### config.mk
export PLATFORM = sky130hd
export DESIGN_NAME = mpu_collector
export DESIGN_NICKNAME = d
export VERILOG_FILES = /design/src/rtl/mpu_collector.sv
export SDC_FILE = /design/constraint.sdc
export NUM_CORES = 1
export LEC_CHECK = 0
export ABC_AREA = 1
export CAP_MARGIN = 40
export CORE_ASPECT_RATIO = 1.1
export CORE_MARGIN = 5
export CORE_UTILIZATION = 25
export CTS_BUF_LIST = sky130_fd_sc_hd__clkbuf_8
export CTS_CLUSTER_DIAMETER = 120
export DETAILED_ROUTE_END_ITERATION = 10
export DONT_BUFFER_PORTS = 1
export GPL_TIMING_DRIVEN = 0
export MAX_ROUTING_LAYER = met4
export PLACE_DENSITY = 0.41
export SYNTH_ARGS = -nofsm -noshare
export SYNTH_HDL_FRONTEND = slang
export SYNTH_SLANG_ARGS = --single-unit
### constraint.sdc
create_clock -name clk -period 3.4 [get_ports clk]
set_input_delay 0.34 -clock clk [delete_from_list [all_inputs] [get_ports clk]]
set_output_delay 0.34 -clock clk [all_outputs]
set_load 0.005 [all_outputs]
### src/rtl/mpu_collector.sv
`default_nettype none
// ============================================================================
// Module   : mpu_collector
// Purpose  : Collects row/col-tagged FMA results into an m x n matrix buffer.
//            Once every element has arrived, the matrix is written to the
//            matrix register file and completion is reported.
// Revision : 1.0 - initial release
// ============================================================================
module mpu_collector #(
  parameter int FP               = 32,
  parameter int M                = 3,
  parameter int N                = 3,
  parameter int MATRIX_REGISTERS = 8,
  localparam int MATRIX_REG_BITS = $clog2(MATRIX_REGISTERS) - 1,
  localparam int MBITS           = $clog2(M + 1) - 1,
  localparam int NBITS           = $clog2(N + 1) - 1
) (
  input  logic                       clk,
  input  logic                       rst_n,
  input  logic                       start_in,
  input  logic [MATRIX_REG_BITS:0]   dest_in,
  input  logic [MBITS:0]             m_in,
  input  logic [NBITS:0]             n_in,
  output logic                       busy_out,
  input  logic                       result_valid_in,
  output logic                       result_ready_out,
  input  logic [FP-1:0]              result_in,
  input  logic [MBITS:0]             result_row_in,
  input  logic [NBITS:0]             result_col_in,
  input  logic                       result_err_in,
  output logic                       reg_write_req_out,
  input  logic                       reg_write_ack_in,
  output logic [MATRIX_REG_BITS:0]   reg_write_addr_out,
  output logic [MBITS:0]             reg_write_m_out,
  output logic [NBITS:0]             reg_write_n_out,
  output logic [M*N*FP-1:0]          reg_write_matrix_out,
  output logic                       done_out,
  output logic                       error_out
);

  localparam int ELEMS = M * N;
  localparam int IDXW  = $clog2(ELEMS + 1);
  localparam int MW    = MBITS + 1;
  localparam int NW    = NBITS + 1;
  localparam logic [MBITS:0] M_MAX = MW'(M);
  localparam logic [NBITS:0] N_MAX = NW'(N);

  typedef enum logic [1:0] {
    ST_IDLE   = 2'd0,
    ST_GATHER = 2'd1,
    ST_WRITE  = 2'd2
  } state_t;

  state_t                     state_q, state_d;
  logic [ELEMS-1:0]           bitmap_q, bitmap_d;
  logic                       err_q, err_d;
  logic                       done_q, done_d;
  logic                       error_q, error_d;
  logic [MATRIX_REG_BITS:0]   dest_q;
  logic [MBITS:0]             m_q;
  logic [NBITS:0]             n_q;
  logic [FP-1:0]              buf_q [ELEMS];

  logic                       w_legal;
  logic                       w_accept_start;
  logic                       w_wr_en;
  logic                       w_in_range;
  logic                       w_dup;
  logic [IDXW-1:0]            w_idx;
  logic [IDXW-1:0]            w_total;
  logic [ELEMS-1:0]           w_onehot;
  logic [ELEMS-1:0]           w_mask;

  assign w_legal    = (m_in != '0) && (n_in != '0) && (m_in <= M_MAX) && (n_in <= N_MAX);
  assign w_in_range = (result_row_in < m_q) && (result_col_in < n_q);
  assign w_idx      = IDXW'(result_row_in) * IDXW'(n_q) + IDXW'(result_col_in);
  assign w_total    = IDXW'(m_q) * IDXW'(n_q);
  assign w_dup      = |(bitmap_q & w_onehot);

  // Decode the element index into a one-hot slot select and build the completion mask.
  always_comb begin
    w_onehot = '0;
    w_mask   = '0;
    for (int i = 0; i < ELEMS; i++) begin
      w_onehot[i] = (w_idx == IDXW'(i));
      w_mask[i]   = (IDXW'(i) < w_total);
    end
  end

  // Next-state logic: job acceptance, result gathering and write handshake.
  always_comb begin
    state_d        = state_q;
    bitmap_d       = bitmap_q;
    err_d          = err_q;
    done_d         = 1'b0;
    error_d        = 1'b0;
    w_accept_start = 1'b0;
    w_wr_en        = 1'b0;
    case (state_q)
      ST_IDLE: begin
        if (start_in) begin
          if (w_legal) begin
            w_accept_start = 1'b1;
            bitmap_d       = '0;
            err_d          = 1'b0;
            state_d        = ST_GATHER;
          end else begin
            // Malformed job: report failure at once without touching the register file.
            done_d  = 1'b1;
            error_d = 1'b1;
          end
        end
      end
      ST_GATHER: begin
        if (result_valid_in) begin
          err_d = err_q | result_err_in;
          if (!w_in_range || w_dup) begin
            // Out-of-range and duplicate results are dropped; the first value wins.
            err_d = 1'b1;
          end else begin
            w_wr_en  = 1'b1;
            bitmap_d = bitmap_q | w_onehot;
            if ((bitmap_q | w_onehot) == w_mask) begin
              state_d = ST_WRITE;
            end
          end
        end
      end
      ST_WRITE: begin
        if (reg_write_ack_in) begin
          state_d = ST_IDLE;
          done_d  = 1'b1;
          error_d = err_q;
        end
      end
      default: state_d = ST_IDLE;
    endcase
  end

  // State, bitmap, status and latched job fields.
  always_ff @(posedge clk or negedge rst_n) begin
    if (!rst_n) begin
      state_q  <= ST_IDLE;
      bitmap_q <= '0;
      err_q    <= 1'b0;
      done_q   <= 1'b0;
      error_q  <= 1'b0;
      dest_q   <= '0;
      m_q      <= '0;
      n_q      <= '0;
    end else begin
      state_q  <= state_d;
      bitmap_q <= bitmap_d;
      err_q    <= err_d;
      done_q   <= done_d;
      error_q  <= error_d;
      if (w_accept_start) begin
        dest_q <= dest_in;
        m_q    <= m_in;
        n_q    <= n_in;
      end
    end
  end

  // Matrix buffer: cleared on job start, written once per accepted element.
  always_ff @(posedge clk or negedge rst_n) begin
    if (!rst_n) begin
      for (int i = 0; i < ELEMS; i++) buf_q[i] <= '0;
    end else if (w_accept_start) begin
      for (int i = 0; i < ELEMS; i++) buf_q[i] <= '0;
    end else if (w_wr_en) begin
      for (int i = 0; i < ELEMS; i++) begin
        if (w_onehot[i]) buf_q[i] <= result_in;
      end
    end
  end

  // Element 0 occupies the most significant slot of the packed matrix.
  for (genvar gi = 0; gi < ELEMS; gi++) begin : g_pack
    assign reg_write_matrix_out[(ELEMS-1-gi)*FP +: FP] = buf_q[gi];
  end

  assign busy_out           = (state_q != ST_IDLE);
  assign result_ready_out   = (state_q == ST_GATHER);
  assign reg_write_req_out  = (state_q == ST_WRITE);
  assign reg_write_addr_out = dest_q;
  assign reg_write_m_out    = m_q;
  assign reg_write_n_out    = n_q;
  assign done_out           = done_q;
  assign error_out          = error_q;

endmodule
`default_nettype wire

Word level (Yosys, flattened, before mapping)
Index checks and enable logic that the tools add are counted.
Storage, ports and cells
  flip-flop bits (word level): 309
  bits in latches: 0
  memory bits (read-only): 0
  memories kept: 0
  input bits: 49
  output and inout port bits: 300
  logic and storage cells: 128
  RAM bits: 0
Operators by class
  shifts and indexed selects: 0
  div/mod/pow operators: 0
  reduce and logical (&&, ||, !) cells: 35
  $mul: 2
  magnitude comparators: 13
  bitwise gates (word level): 3
  $add $sub $neg: 1
  equal/unequal tests: 17
  mux-type cells: 40
Operators by type and width (count)
  $mux 288: 2
  $mux 32: 9
  $mux 9: 4
  $reduce_bool 2->1: 14
  $pmux 9 s2: 1
  $reduce_and 2->1: 9
  $eq 4x3->1 const B: 4
  $lt 3x4->1 const A: 4
  $mux 1: 14
  $mux 2: 6
  $and 9x9->9: 1
  $eq 9x9->1: 1
  $or 9x9->9: 1
  $reduce_or 9->1: 1
  $eq 4x2->1 const B: 2
  $lt 1x4->1 const A: 2
  $lt 2x4->1 const A: 2
  $mul 2x2->4: 2
  $ne 2x2->1 const B: 4
  $pmux 1 s2: 3
  $pmux 2 s3: 1
  $reduce_and 6->1: 1
  $reduce_and 5->1: 1
  $add 4x2->4: 1
  15 further kinds: 21

Logic depth before layout (Yosys ltp)
  word-level depth: 11
  mapped depth: 19
  depth with buffers taken out: 18

Worst setup path after synthesis
No wires, ideal clock.
  path kind: register to register
  start point: reg n_q[0] (netlist: reg_write_n_out[0])
  end point: reg buf_q (netlist bit reg_write_matrix_out[227])
  cell stages (with the launch flop): 19
  buffers on the path: 3
  clock period less this slack: 3155 ps
  path slack: 245 ps
  setup time: 66 ps
  arrival time: 3089 ps
  cell sequence: dfrtp_1 buf_2 nand2_1 inv_1 fa_1 ha_1 fa_1 inv_1 nor2_1 nand3_1 nand2_1 nor2_1 nand4_2 buf_6 nor2_4 nor2_4 buf_2 nand2_1 nand2_1
Between the ends
  cells in the longest elaborated chain, start to end: 11
  elaborated cells between the ends (all ways): 23
RTL lines
  start: declaration: RTL line 61  | logic [NBITS:0] n_q;
  start signal: assignment: RTL line 160  | n_q <= n_in;
  $mul 2x2->4: RTL line 76  | assign w_idx = IDXW'(result_row_in) * IDXW'(n_q) + IDXW'(result_col_in);
  $add 4x2->4: RTL line 76
  $eq 4x1->1, or another cell as far along: RTL line 85  | w_onehot[i] = (w_idx == IDXW'(i));
  $and 9x9->9: RTL line 78  | assign w_dup = |(bitmap_q & w_onehot);
  $reduce_or 9->1: RTL line 78
  $logic_or 1x1->1: RTL line 117  | if (!w_in_range || w_dup) begin
  $mux 1: RTL line 117
  $mux 1: RTL line 115  | if (result_valid_in) begin
  $mux 1: RTL line 99  | case (state_q)
  $reduce_bool 2->1 (no source line)
  $reduce_and 2->1 (no source line) (*)
  end signal: indexed assignment: RTL line 173  | if (w_onehot[i]) buf_q[i] <= result_in;
  end: declaration: RTL line 62  | logic [FP-1:0] buf_q [ELEMS];
Mark *: on every way between the ends. The rest lies on a longest branch, timed or not.
A chain may end at the register's enable or synchronous reset.

Worst setup path in the final report
  start point: reg n_q[0] (netlist: reg_write_n_out[0])
  end point: reg buf_q (netlist bit reg_write_matrix_out[134])
Same word-level chain as after synthesis.

==> impl_metrics.py <==
metrics = {
    "timing": {
        "slew_headroom_pct": -17.6,
        "finalMaxSlewViolations": 103,
        "worstMarginPinSlew_ns": 1.76,
        "period_needed_ns": 3.48,
        "skew_ns": 0.0387,
        "fin_crit_sh_pct": 102,
        "worst_slack_ns": -0.0801,
        "rsz0062_at_grt": "yes",
        "setup_violations": 139,
        "timing.fmax_mhz": 287,
        "hold_violations": 309,
        "hold_slack_ns": -0.589,
    },
    "floorplan": {
        "die_area_um2": 56400,
        "rows": 87,
        "design.core.area_um2": 51300,
        "die_h_um": 249,
        "pin_count": 349,
        "die_x_um": 227,
        "start_util_pct": 25.2,
    },
    "setup_path": {
        "critPathLaunch": "reg_write_n_out[0]$_DFFE_PN0P_",
        "crit_path_end_kind": "register",
        "worst_setup_path_start_kind": "register",
        "cp_data_required_time_ns": 3.93,
        "r2r_start": "reg_write_n_out[0]$_DFFE_PN0P_",
        "crit_fanout": 7,
        "arrival_ns": 4.01,
        "critPathKind": "register to register",
    },
    "job": {
        "drv_cap": 0,
    },
    "clocking": {
        "clk_path_buf_depth": 3,
        "htreeDepth": 2,
        "cts.sinks": 309,
        "clkTransAtPathRegs_ns": 0.06,
        "numCtsBuffers": 57,
        "root_buffer": "clkbuf_8",
        "worstSkewPairLatency_ns": 0.65,
        "cts_hold_buf": 25,
        "tritoncts": "done",
    },
    "cells_and_area": {
        "nFillCells": 5394,
        "area_delta_synth_final_pct": 28.3,
        "drive_above_1_share_pct": 19.1,
        "regArea_um2": 7730,
        "multiInputGateArea_um2": 4810,
        "fin_nets": 1731,
    },
    "logic_synthesis": {
        "yosysTopAreaCell": "dfrtp_1",
        "synth-async-reset-ratio_pct": 100,
        "yosys_most_used_dff": "dfrtp_1",
        "syn_area_per_cell_um2": 8.47,
        "synth-seq-cells": 309,
        "synth_edf_count": 0,
        "synth.area.top_cells": "dfrtp_1 60%, nand2_1 23%, nand3_1 6.7%",
        "synth_cell_types": 24,
        "synth-seq-area-share_pct": 59.7,
        "ys_warn_count": 0,
        "syn_inst": 1528,
        "syn_nets": 1587,
        "synth_top_area_share_pct": 59.7,
        "netlist_area_um2": 12900,
    },
    "power_and_ir_drop": {
        "p_leak_nw": 9.17,
        "swShare_pct": 35.5,
        "power.switching_mw": 3.99,
        "clock_power_share_pct": 32.5,
        "power_mw": 11.2,
        "powerDensity_nw_per_um2": 676,
        "p_comb_share_pct": 25.2,
        "p_int_mw": 7.24,
        "p_seq_share_pct": 42.4,
        "ir_worst_vdd_uv": 301,
    },
    "global_routing": {
        "use_met2_pct": 30.1,
        "busiest_layer": "met2",
        "grt_pass1_vias": 10562,
        "grt_pass1_wl_um": 76800,
        "antenna_found_initial": 2,
        "met3_usage_pct": 7.18,
        "use_met1_pct": 23.4,
        "overflow": 0,
        "grt_start_max_net_pins": 310,
        "grtUsageTotal_pct": 19.0,
    },
    "placed_design": {
        "dp_hpwl_um": 38700,
        "gp_congestion": 0.836,
        "port_buffers": 0,
    },
    "outcome": {
        "status": "complete, but fails checks",
        "violations": "hold timing, slew limit, setup timing",
    },
    "route": {
        "drtIter0Drc": 659,
        "vias_per_cell": 4.44,
        "num_vias": 10588,
        "drt_wl_total_um": 54600,
        "dr.pass1.iters": 6,
        "drc_errors": 0,
        "routedWlPerCell_um": 22.9,
        "final_antenna_net_count": 0,
    },
    "hold_path": {
        "hold_path.class": "input port to async pin",
    },
}
cell type report:
type                            instances  share of cell area [%]
Antenna cell                            2                  0.0301
Buffer                                 94                    4.59
Clock buffer                           76                    6.30
Clock inverter                         25                   0.685
Inverter                               56                    1.27
Multi-Input combinational cell       1069                    28.9
Sequential cell                       309                    46.6
Tap cell                              667                    5.02
Timing Repair Buffer                   85                    6.60
cell usage after synthesis (2+ instances only):
library cell and count:
o22ai_1 3, nor2_1 40, nand4_1 2, dfrtp_1 309, buf_2 59, nand3_1 174, ha_1 8, a21oi_1 2
nor2_4 16, buf_4 6, buf_1 15, clkbuf_1 12, nor2_2 13, buf_6 2, inv_1 55, nand2_1 800
fa_1 2, o21ai_0 4
state kept, by name, summed over array words and instances, names as in the netlist:
register / cells
reg_write_matrix_out: 288
bitmap_q: 9
reg_write_addr_out: 3
reg_write_m_out: 2
reg_write_n_out: 2
state_q: 2
done_out: 1
err_q: 1
error_out: 1
path summary, 6_finish.rpt:
path	endpoint	slack, ns	cells after the start
setup / recovery	reg_write_matrix_out[134]$_DFFE_PN0P_	-0.08	20
hold / removal	reg_write_matrix_out[252]$_DFFE_PN0P_	-0.59	0
setup reg to reg	reg_write_matrix_out[134]$_DFFE_PN0P_	-0.08	20
hold reg to reg	reg_write_matrix_out[136]$_DFFE_PN0P_	0.50	2
max in group asynchronous	reg_write_matrix_out[136]$_DFFE_PN0P_	2.57	0
min in group clk	reg_write_matrix_out[189]$_DFFE_PN0P_	0.07	3
critical path, cell delays in order (launching register included):
cell and delay (ns):
dfrtp_1 0.42, buf_6 0.14, nand2_2 0.05, inv_2 0.03, fa_1 0.44, ha_2 0.19, fa_2 0.59, nor2_4 0.09
nand2_4 0.09, nor2_2 0.05, nor2_4 0.14, nand4_4 0.16, buf_4 0.19, nor2_4 0.12, buf_12 0.12, nor2_4 0.04
buf_12 0.17, buf_6 0.11, buf_16 0.14, nand2_2 0.05, nand2_1 0.04
power by group through the flow:
stage | Combinational (mW) | Sequential [mW] | Clock [mW]
floorplan | 1.46 | 4.56 | 0
global placement | 2.15 | 4.81 | 0
detailed placement | 2.21 | 4.81 | 0
CTS | 2.66 | 4.76 | 3.79
global route | 3.13 | 4.82 | 3.94
finish | 2.83 | 4.76 | 3.64
logic make-up after synthesis:
family                     synth area share [%]
and+or+nand+nor                            33.5
DFF                                        59.7
buffers and inverters                      5.21
adders and majority gates                  1.08
AOI/OAI and AO/OA                         0.377
xor gates and xnor gates                 0.0677
placed cells by master (no fill, tap or decap), types with 2 or more instances in the layout:
cell type and count:
buf_8 7, nand3_1 167, clkinvlp_4 2, nand4_1 2, buf_12 21, diode_2 2
dlygate4sd3_1 25, nand2_4 2, nor2_1 33, buf_2 21, o21ai_0 4, nand2_2 62
ha_1 7, buf_1 15, clkbuf_8 76, inv_1 71, clkbuf_16 7, nor2_2 13
o22ai_1 3, inv_2 3, clkbuf_1 9, buf_16 2, clkinv_2 4, buf_6 32
nand3_2 7, clkbuf_4 3, nand2_1 736, nor2_4 23, a21oi_1 2, dfrtp_1 308
buf_4 36
per-stage QoR:
stage | TNS, ns | area [um2] | util, % | std cells | worst slack, ns
5_1_grt | -43.21 | 16600 | 32.4 | 2383 | -0.245
3_5_place_dp | -128.37 | 14000 | 27.2 | 2210 | -0.706
3_3_place_gp | -121.59 | 13800 | 26.9 | 2195 | -0.678
2_1_floorplan | 0 | 12900 | - | 1528 | 0.245
4_1_cts | -24.17 | 16200 | 31.6 | 2368 | -0.170
6_report | -5.21 | 16600 | 32.4 | 2383 | -0.0801
timing repair:
item	CTS	global route
pin swaps	15	11
endpoints found under the setup margin	298	291
gates cloned	4	7
hold endpoints to repair	377	309
buffers inserted	28	7
gates resized for setup	128	69
metal layers:
| metal | vias to the layer above | routed length (um) |
|---|---|---|
| li1 | 5019 | - |
| met1 | 5165 | 22800 |
| met2 | 344 | 25600 |
| met3 | 60 | 5230 |
| met4 | 0 | 935 |
| met5 | - | 0 |
Power figures use the tool's default switching activity.
